$ cat config.mk
export PLATFORM = sky130hd
export DESIGN_NAME = stack_out_port
export DESIGN_NICKNAME = d
export VERILOG_FILES = /design/src/rtl/stack_io_pkg.sv /design/src/rtl/sync_fifo.sv /design/src/rtl/stack_out_port.sv
export SDC_FILE = /design/constraint.sdc
export NUM_CORES = 1
export LEC_CHECK = 0
export ABC_AREA = 1
export CAP_MARGIN = 15
export CORE_UTILIZATION = 55
export CTS_CLUSTER_DIAMETER = 120
export DETAILED_ROUTE_END_ITERATION = 12
export GPL_ROUTABILITY_DRIVEN = 0
export PLACE_DENSITY = 0.75
export SLEW_MARGIN = 10
export SYNTH_ARGS = -nofsm -noshare
export SYNTH_HDL_FRONTEND = slang
export SYNTH_HIERARCHICAL = 1
export SYNTH_SLANG_ARGS = --single-unit
$ cat constraint.sdc
create_clock -name clk -period 2.07 [get_ports clk]
set_input_delay 0.621 -clock clk [delete_from_list [all_inputs] [get_ports clk]]
set_output_delay 0.621 -clock clk [all_outputs]
set_load 0.02 [all_outputs]
$ cat src/rtl/stack_io_pkg.sv
// ----------------------------------------------------------------------------
// stack_io_pkg
// Constants shared by the stack processor and its memory-mapped I/O stages.
//   DATA_W_DEFAULT : width of the processor data path and of the I/O bytes
//   ADDR_OUT       : D_mem address of the output byte
//   ADDR_IN        : D_mem address of the input byte
// ----------------------------------------------------------------------------
package stack_io_pkg;

    localparam int DATA_W_DEFAULT = 8;

    localparam logic [7:0] ADDR_OUT = 8'd255;
    localparam logic [7:0] ADDR_IN  = 8'd254;

endpackage : stack_io_pkg

$ cat src/rtl/sync_fifo.sv
// ----------------------------------------------------------------------------
// sync_fifo
// Single-clock FIFO with an explicit occupancy counter. Pops are ignored
// while empty. A push into a full FIFO is accepted only when a pop happens
// in the same cycle; otherwise it is silently refused (the caller decides
// what refusal means).
// Ports:
//   clk, rstN        : clock, asynchronous active-low reset
//   push, wr_data    : write request and data
//   pop              : read request (head removed on the edge)
//   rd_data          : current head, valid only while !empty
//   count            : occupancy 0..DEPTH
//   full, empty      : derived from count
// ----------------------------------------------------------------------------
module sync_fifo
    import stack_io_pkg::*;
#(
    parameter int DATA_W = DATA_W_DEFAULT,
    parameter int DEPTH  = 4
) (
    input  logic                     clk,
    input  logic                     rstN,
    input  logic                     push,
    input  logic [DATA_W-1:0]        wr_data,
    input  logic                     pop,
    output logic [DATA_W-1:0]        rd_data,
    output logic [$clog2(DEPTH):0]   count,
    output logic                     full,
    output logic                     empty
);

    localparam int PTR_W = $clog2(DEPTH);
    localparam int CNT_W = PTR_W + 1;

    logic [DATA_W-1:0] mem_q [DEPTH];
    logic [PTR_W-1:0]  wr_ptr_q, wr_ptr_d;
    logic [PTR_W-1:0]  rd_ptr_q, rd_ptr_d;
    logic [CNT_W-1:0]  count_q, count_d;
    logic              do_push;
    logic              do_pop;

    assign empty   = (count_q == '0);
    assign full    = (count_q == CNT_W'(DEPTH));
    assign do_pop  = pop && !empty;
    // A simultaneous pop frees the slot, so a full FIFO can still take a push.
    assign do_push = push && (!full || do_pop);

    assign rd_data = mem_q[rd_ptr_q];
    assign count   = count_q;

    // DEPTH is a power of two, so pointers wrap naturally on overflow.
    always_comb begin
        wr_ptr_d = wr_ptr_q;
        rd_ptr_d = rd_ptr_q;
        count_d  = count_q;
        if (do_push) begin
            wr_ptr_d = wr_ptr_q + PTR_W'(1);
        end
        if (do_pop) begin
            rd_ptr_d = rd_ptr_q + PTR_W'(1);
        end
        if (do_push && !do_pop) begin
            count_d = count_q + CNT_W'(1);
        end else if (do_pop && !do_push) begin
            count_d = count_q - CNT_W'(1);
        end
    end

    always_ff @(posedge clk or negedge rstN) begin
        if (!rstN) begin
            wr_ptr_q <= '0;
            rd_ptr_q <= '0;
            count_q  <= '0;
        end else begin
            wr_ptr_q <= wr_ptr_d;
            rd_ptr_q <= rd_ptr_d;
            count_q  <= count_d;
        end
    end

    // Storage is intentionally not reset.
    always_ff @(posedge clk) begin
        if (do_push) begin
            mem_q[wr_ptr_q] <= wr_data;
        end
    end

endmodule : sync_fifo

$ cat src/rtl/stack_out_port.sv
// ----------------------------------------------------------------------------
// stack_out_port
// Captures every change of the processor output byte into a FIFO and drains
// it to a consumer over valid/ready. The processor never stalls; values that
// arrive while the FIFO is full (and not popping) are dropped and recorded in
// a sticky overflow flag.
// Ports:
//   clk, rstN            : clock, asynchronous active-low reset
//   cpu_data             : processor output byte (address 255)
//   out_data, out_valid  : FIFO head and non-empty indication
//   out_ready            : consumer accepts head this cycle
//   count                : FIFO occupancy 0..DEPTH
//   overflow             : sticky, a captured value was dropped
// ----------------------------------------------------------------------------
module stack_out_port
    import stack_io_pkg::*;
#(
    parameter int DATA_W = DATA_W_DEFAULT,
    parameter int DEPTH  = 4
) (
    input  logic                   clk,
    input  logic                   rstN,
    input  logic [DATA_W-1:0]      cpu_data,
    output logic [DATA_W-1:0]      out_data,
    output logic                   out_valid,
    input  logic                   out_ready,
    output logic [$clog2(DEPTH):0] count,
    output logic                   overflow
);

    logic [DATA_W-1:0] prev_q, prev_d;
    logic              overflow_q, overflow_d;
    logic              push_evt;
    logic              fifo_full;
    logic              fifo_empty;

    // A push is any change of the output byte; rewriting the same value is
    // invisible here.
    assign push_evt = (cpu_data != prev_q);

    // prev follows cpu_data on every edge; a drop happens only when full and
    // the consumer is not freeing a slot in the same cycle.
    always_comb begin
        prev_d     = cpu_data;
        overflow_d = overflow_q;
        if (push_evt && fifo_full && !(out_ready && !fifo_empty)) begin
            overflow_d = 1'b1;
        end
    end

    always_ff @(posedge clk or negedge rstN) begin
        if (!rstN) begin
            prev_q     <= '0;
            overflow_q <= 1'b0;
        end else begin
            prev_q     <= prev_d;
            overflow_q <= overflow_d;
        end
    end

    sync_fifo #(
        .DATA_W (DATA_W),
        .DEPTH  (DEPTH)
    ) u_fifo (
        .clk     (clk),
        .rstN    (rstN),
        .push    (push_evt),
        .wr_data (cpu_data),
        .pop     (out_ready),
        .rd_data (out_data),
        .count   (count),
        .full    (fifo_full),
        .empty   (fifo_empty)
    );

    assign out_valid = !fifo_empty;
    assign overflow  = overflow_q;

endmodule : stack_out_port

# Word level (Yosys, flattened, before mapping)
# Memory sizes are Yosys's and may differ from the RTL's.
# Cells that the tools add are included.
dict set report word_totals {
  input_bits 11
  ff_bits 16
  n_memories 1
  ram_bits 32
}
# name depth width read_ports rd_clocked_by_memory_dff write_ports line
set mem_list {}
lappend mem_list {u_fifo.mem_q 4 8 1 0 1 sync_fifo.sv:35} ;# logic [DATA_W-1:0] mem_q [DEPTH];
dict set report classes {
  mux 4
  eq_ne 2
  add_sub_neg 4
  reduce_logical 13
}
# operator n
set ops {}
lappend ops {{8-bit inequality test} 1}
lappend ops {{1-bit logical AND} 6}
lappend ops {{3-bit 2-to-1 mux} 2}
lappend ops {{2-bit by 1-bit adder with 2-bit output (second input constant)} 2}
lappend ops {{1-bit logical NOT} 4}
lappend ops {{3-bit by 1-bit adder with 3-bit output (second input constant)} 1}
lappend ops {{3-bit equality test (second input constant)} 1}
lappend ops {{3-bit logical NOT} 1}
lappend ops {{3-bit by 1-bit subtractor with 3-bit output (second input constant)} 1}
lappend ops {{1-bit 2-to-1 mux} 2}
lappend ops {{2-bit nonzero test} 1}
lappend ops {{1-bit logical OR} 1}

# Depth between registers and ports, before layout
dict set report logic_depth {
  word_depth 9
  depth_mapped 16
  ltp_nobuf 16
}

# Cells and area by module
# Netlist, hierarchy kept.
# module seq_area_each_um2 instances area_per_inst_um2 cells_per_inst
set modules_own_cells {}
lappend modules_own_cells {sync_fifo 1136.1 1 1704.1 147}
lappend modules_own_cells {stack_out_port 225.2 1 384.1 45}

# Worst setup path before layout
# No wires, ideal clock.
dict set report synth_timing {
  path_type {in2reg}
  startpoint {input cpu_data[6]}
  endpoint {register u_fifo.count_q[1], in the netlist u_fifo/count[1]}
  slack_ns 0.030
  n_path_buf 0
  required_ns 1.953
  path_stages 11
  arrival_time_ns 1.923
  cell_sequence {xnor2_1 nand2_1 nor2_1 nand2_1 nand2_2 inv_1 ha_1 inv_1 fa_1 nand2_1 nand2_1}
}
dict set report synth_via {
  word_cells_on_any_way 7
  classes_between {eq/ne (1); mux (1); reduce/logical (5)}
}
# element line
set synth_lines {}
lappend synth_lines {{start, declared} stack_out_port.sv:23} ;# input logic [DATA_W-1:0] cpu_data,
lappend synth_lines {{8-bit inequality test} stack_out_port.sv:39} ;# assign push_evt = (cpu_data != prev_q);
lappend synth_lines {{net push_evt} stack_out_port.sv:33} ;# logic push_evt;
lappend synth_lines {{1-bit logical AND} sync_fifo.sv:46} ;# assign do_push = push && (!full || do_pop);
lappend synth_lines {{net u_fifo.do_push} sync_fifo.sv:39} ;# logic do_push;
lappend synth_lines {{1-bit logical AND} sync_fifo.sv:62} ;# if (do_push && !do_pop) begin
lappend synth_lines {{3-bit 2-to-1 mux} sync_fifo.sv:62}
lappend synth_lines {{net u_fifo.count_d[1]} sync_fifo.sv:38} ;# logic [CNT_W-1:0] count_q, count_d;
lappend synth_lines {{end signal, assigned} sync_fifo.sv:77} ;# count_q <= count_d;
lappend synth_lines {{end, declared} sync_fifo.sv:38}
# The timed path passes the listed nets, and every way through them passes these cells.
# A chain may end at the register's enable or synchronous reset.

# Final worst setup path
dict set report layout_timing {
  startpoint {register u_fifo.count_q[1], in the netlist u_fifo/count[1]}
  endpoint {output count[1]}
}
# element line
set layout_lines {}
lappend layout_lines {{end, declared} stack_out_port.sv:27} ;# output logic [$clog2(DEPTH):0] count,
# No word-level cell between the ends.

==> impl_metrics.csv <==
group,metric,value,unit
run_status,status,"complete, no violations",
worst_hold_path,holdCritPathClass,"input port to flip-flop",
cts,cts-root-buf,"clkbuf_8",
timing,rsz0062_at_grt,"yes",
die,die_area,0.00405,mm2
critical_path,rr_endpoint,"u_fifo/count[1]$_DFFE_PN0P_",
detailed_routing,dr_wl_met3,128,um
critical_path,path_class,"flip-flop to output port",
power,p_comb_share,45.9,%
synth,synth_top_area_share,46.0,%
detailed_routing,vias_per_cell,4.93,
synth,syn_nets,209,
detailed_routing,wl_per_cell,13.7,um
cells_and_area,stdcell_area,0.00267,mm2
timing,setup_violations,0,
synth,yosysMostFrequentCell,"nand2_1",
synth,yosys-top-cells-area,"edfxtp_1 46%, dfrtp_1 19%, nand2_1 6.8%",
grt,track_usage,22.3,%
detailed_routing,met1_length,1710,um
critical_path,endpoint,"count[1]",
grt,antenna_found_initial,0,
critical_path,r2r_setup_slack,0.21,ns
worst_hold_path,hold_depth,1,
cts,cts_buffers,5,
grt,grt_overflow,0,
cells_and_area,layout-drive-gt1-share,27.8,%
synth,yosys.area.top_type,"edfxtp_1",
place,hpwl,2700,um
cts,cts_buffer_depth,2,
die,rows,22,
power,switching_share,37.2,%
critical_path,critPathMaxStageDelay,0.62,ns
die,io_pins,24,
cells_and_area,multi_input_area,599,um2
synth,ys_ff_latch,48,
critical_path,endpoint_kind,"output port",
power,p_int,2480,uW
synth,synthTopCellsByCount,"38 x nand2_1, 32 x edfxtp_1, 30 x nor2_1",
critical_path,path_max_fanout,4,
detailed_routing,firstDrtPassIters,4,
critical_path,start_kind,"flip-flop",
timing,max_freq,483,MHz
synth,synthArstFlopShare,33.3,%
cts,cts_num_sinks,48,
critical_path,cp.required,1.45,ns
timing,drv_slew,0,
critical_path,critical_path.cell_chain,"buf_4 > clkdlybuf4s50_1",
die,fp.dieW,63.6,um
job,max-cap-violations,0,
die,core,0.00366,mm2
synth,yosysSeqAreaShare,65.2,%
cells_and_area,final_cells,300,
synth,synth-edff-count,32,
detailed_routing,vias,1479,
timing,hold_viol,0,
critical_path,arrival,1.45,ns
cells_and_area,syn_to_final_growth,27.8,%
cells_and_area,seq_area,0.00136,mm2
timing,maxSlewHeadroom,83.9,%
die,dieHeight,63.6,um
detailed_routing,wirelength,4110,um
timing,fin_crit,2.07,ns
power,power_leakage,0.00120,uW
place,placed_cell_area,0.00253,mm2
timing,skew,0.00250,ns
grt,grt_pass1_vias,1450,
grt,grt_max_degree,18,
power,p_seq_share,37.7,%
critical_path,ff2ff_path_depth,13,
synth,synth.avg_cell_area,10.9,um2
cts,postCtsHoldBufs,0,
cts,clk_pin_slew,0.08,ns
timing,worstMarginPinSlew,0.241,ns
place,placedCellCount,285,
grt,grt_pass1_wl,6640,um
critical_path,critPathLaunch,"u_fifo/count[1]$_DFFE_PN0P_",
synth,syn_inst,192,
timing,fin_crit_sh,99.9,%
cts,htreeDepth,2,
detailed_routing,drc,0,
detailed_routing,ant_nets,0,
cells_and_area,fill_cells,243,
synth,yosysWarnings,6,
detailed_routing,drt_iter0_markers,62,
cells_and_area,diodes,0,
power,power_density,1480,mW/mm2
detailed_routing,route.met2.wl,2230,um
synth,synth_ff_type,"edfxtp_1",
power,power.share.clock,16.4,%
cells_and_area,finalNetCount,268,
synth,synth_area,0.00209,mm2
cts,clk_latency,0.29,ns
critical_path,timing.rr.start,"prev_q[3]$_DFF_PN0_",
power,switchingPower,1470,uW
cts,cts_tree,"yes",
critical_path,cp_slowest_cell,"clkdlybuf4s50_1",
power,p_total,3940,uW
detailed_routing,routed.top_layer,"met4",
place,portBuffers,23,
power,peakVddDrop,0.874,mV
synth,ys_types,21,
die,start_util,57.0,%
==> worst max-delay path: cells and delay by family (launching register included) <==
family / cells / cell delay, ns
flops: 1 / 0.38
buf+inv: 2 / 0.77
==> layout by cell type, fill, tap and decap left out, drive strengths merged <==
master,n
nor2,31
nand2,40
clkbuf,14
dfrtp,16
clkdlybuf4s15,1
ha,5
nor3,1
nand3,6
inv,23
fa,1
bufinv,1
nand4,1
dlymetal6s2s,1
clkinv,2
xnor2,5
o21ai,24
a21boi,1
clkdlybuf4s50,5
buf,42
edfxtp,32
==> timing repair <==
item,4_1_cts,5_1_grt
gates resized for setup,50,27
endpoints found under the setup margin,44,12
buffers inserted,1,6
endpoints found under the hold margin,0,0
pin swaps,1,13
==> kinds of logic (layout without fill, tap and decap cells) <==
family / count (synthesis) / after routing / synth area share, %
compound gates: 25 / 25 / 6.11
xor+xnor: 5 / 5 / 2.10
fa+ha+maj: 6 / 6 / 3.95
buf+inv: 29 / 89 / 7.31
flops: 48 / 48 / 65.2
simple gates: 79 / 79 / 15.3
==> routing by layer <==
metal  vias up  track usage [%]
li1        738                -
met1       708             25.8
met2        28             40.0
met3         5             4.35
met4         0             9.09
met5         -                0
==> cell type report <==
type | instances | share of cell area (%)
sequential | 48 | 51.0
clock inverter | 1 | 1.13
tap | 48 | 2.25
inverter | 25 | 4.17
multi-input combinational | 115 | 22.5
timing repair buffer | 56 | 16.1
clock buffer | 7 | 2.86
==> power by group through the flow <==
stage	clock [uW]	combinational, uW	sequential [uW]
after floorplan	0	1030	1530
after global placement	0	1710	1490
after detailed placement	0	1780	1500
after CTS	651	1680	1480
after global routing	686	1980	1520
final	648	1810	1490
==> registers in the layout (all words and copies together), names as in the netlist <==
signal / count
u_fifo/wr_ptr_q: 2
u_fifo/rd_ptr_q: 2
u_fifo/mem_q: 32
overflow: 1
prev_q: 8
u_fifo/count: 3
==> how the worst min path moves through the flow <==
stage / startpoint / end / slack (ns)
floorplan: rstN / overflow$_DFFE_PN0P_ / 0.33
global placement: overflow$_DFFE_PN0P_ / overflow$_DFFE_PN0P_ / 0.45
detailed placement: overflow$_DFFE_PN0P_ / overflow$_DFFE_PN0P_ / 0.48
CTS: overflow$_DFFE_PN0P_ / overflow$_DFFE_PN0P_ / 0.51
global route: cpu_data[3] / prev_q[3]$_DFF_PN0_ / 0.48
finish: cpu_data[3] / prev_q[3]$_DFF_PN0_ / 0.47
==> stage by stage <==
step | utilization [%] | setup TNS (ns) | hold WS, ns | setup WS [ns]
after floorplan | - | 0 | 0.325 | 0.0302
after global placement | 69.2 | -11.18 | 0.448 | -0.597
after detailed placement | 69.2 | -13.35 | 0.481 | -0.689
after CTS | 71.3 | 0 | 0.508 | 0.00281
after global routing | 72.9 | -0.0873 | 0.484 | -0.0414
final | 72.9 | 0 | 0.475 | 0.00124
(Power assumes the default switching activity.)
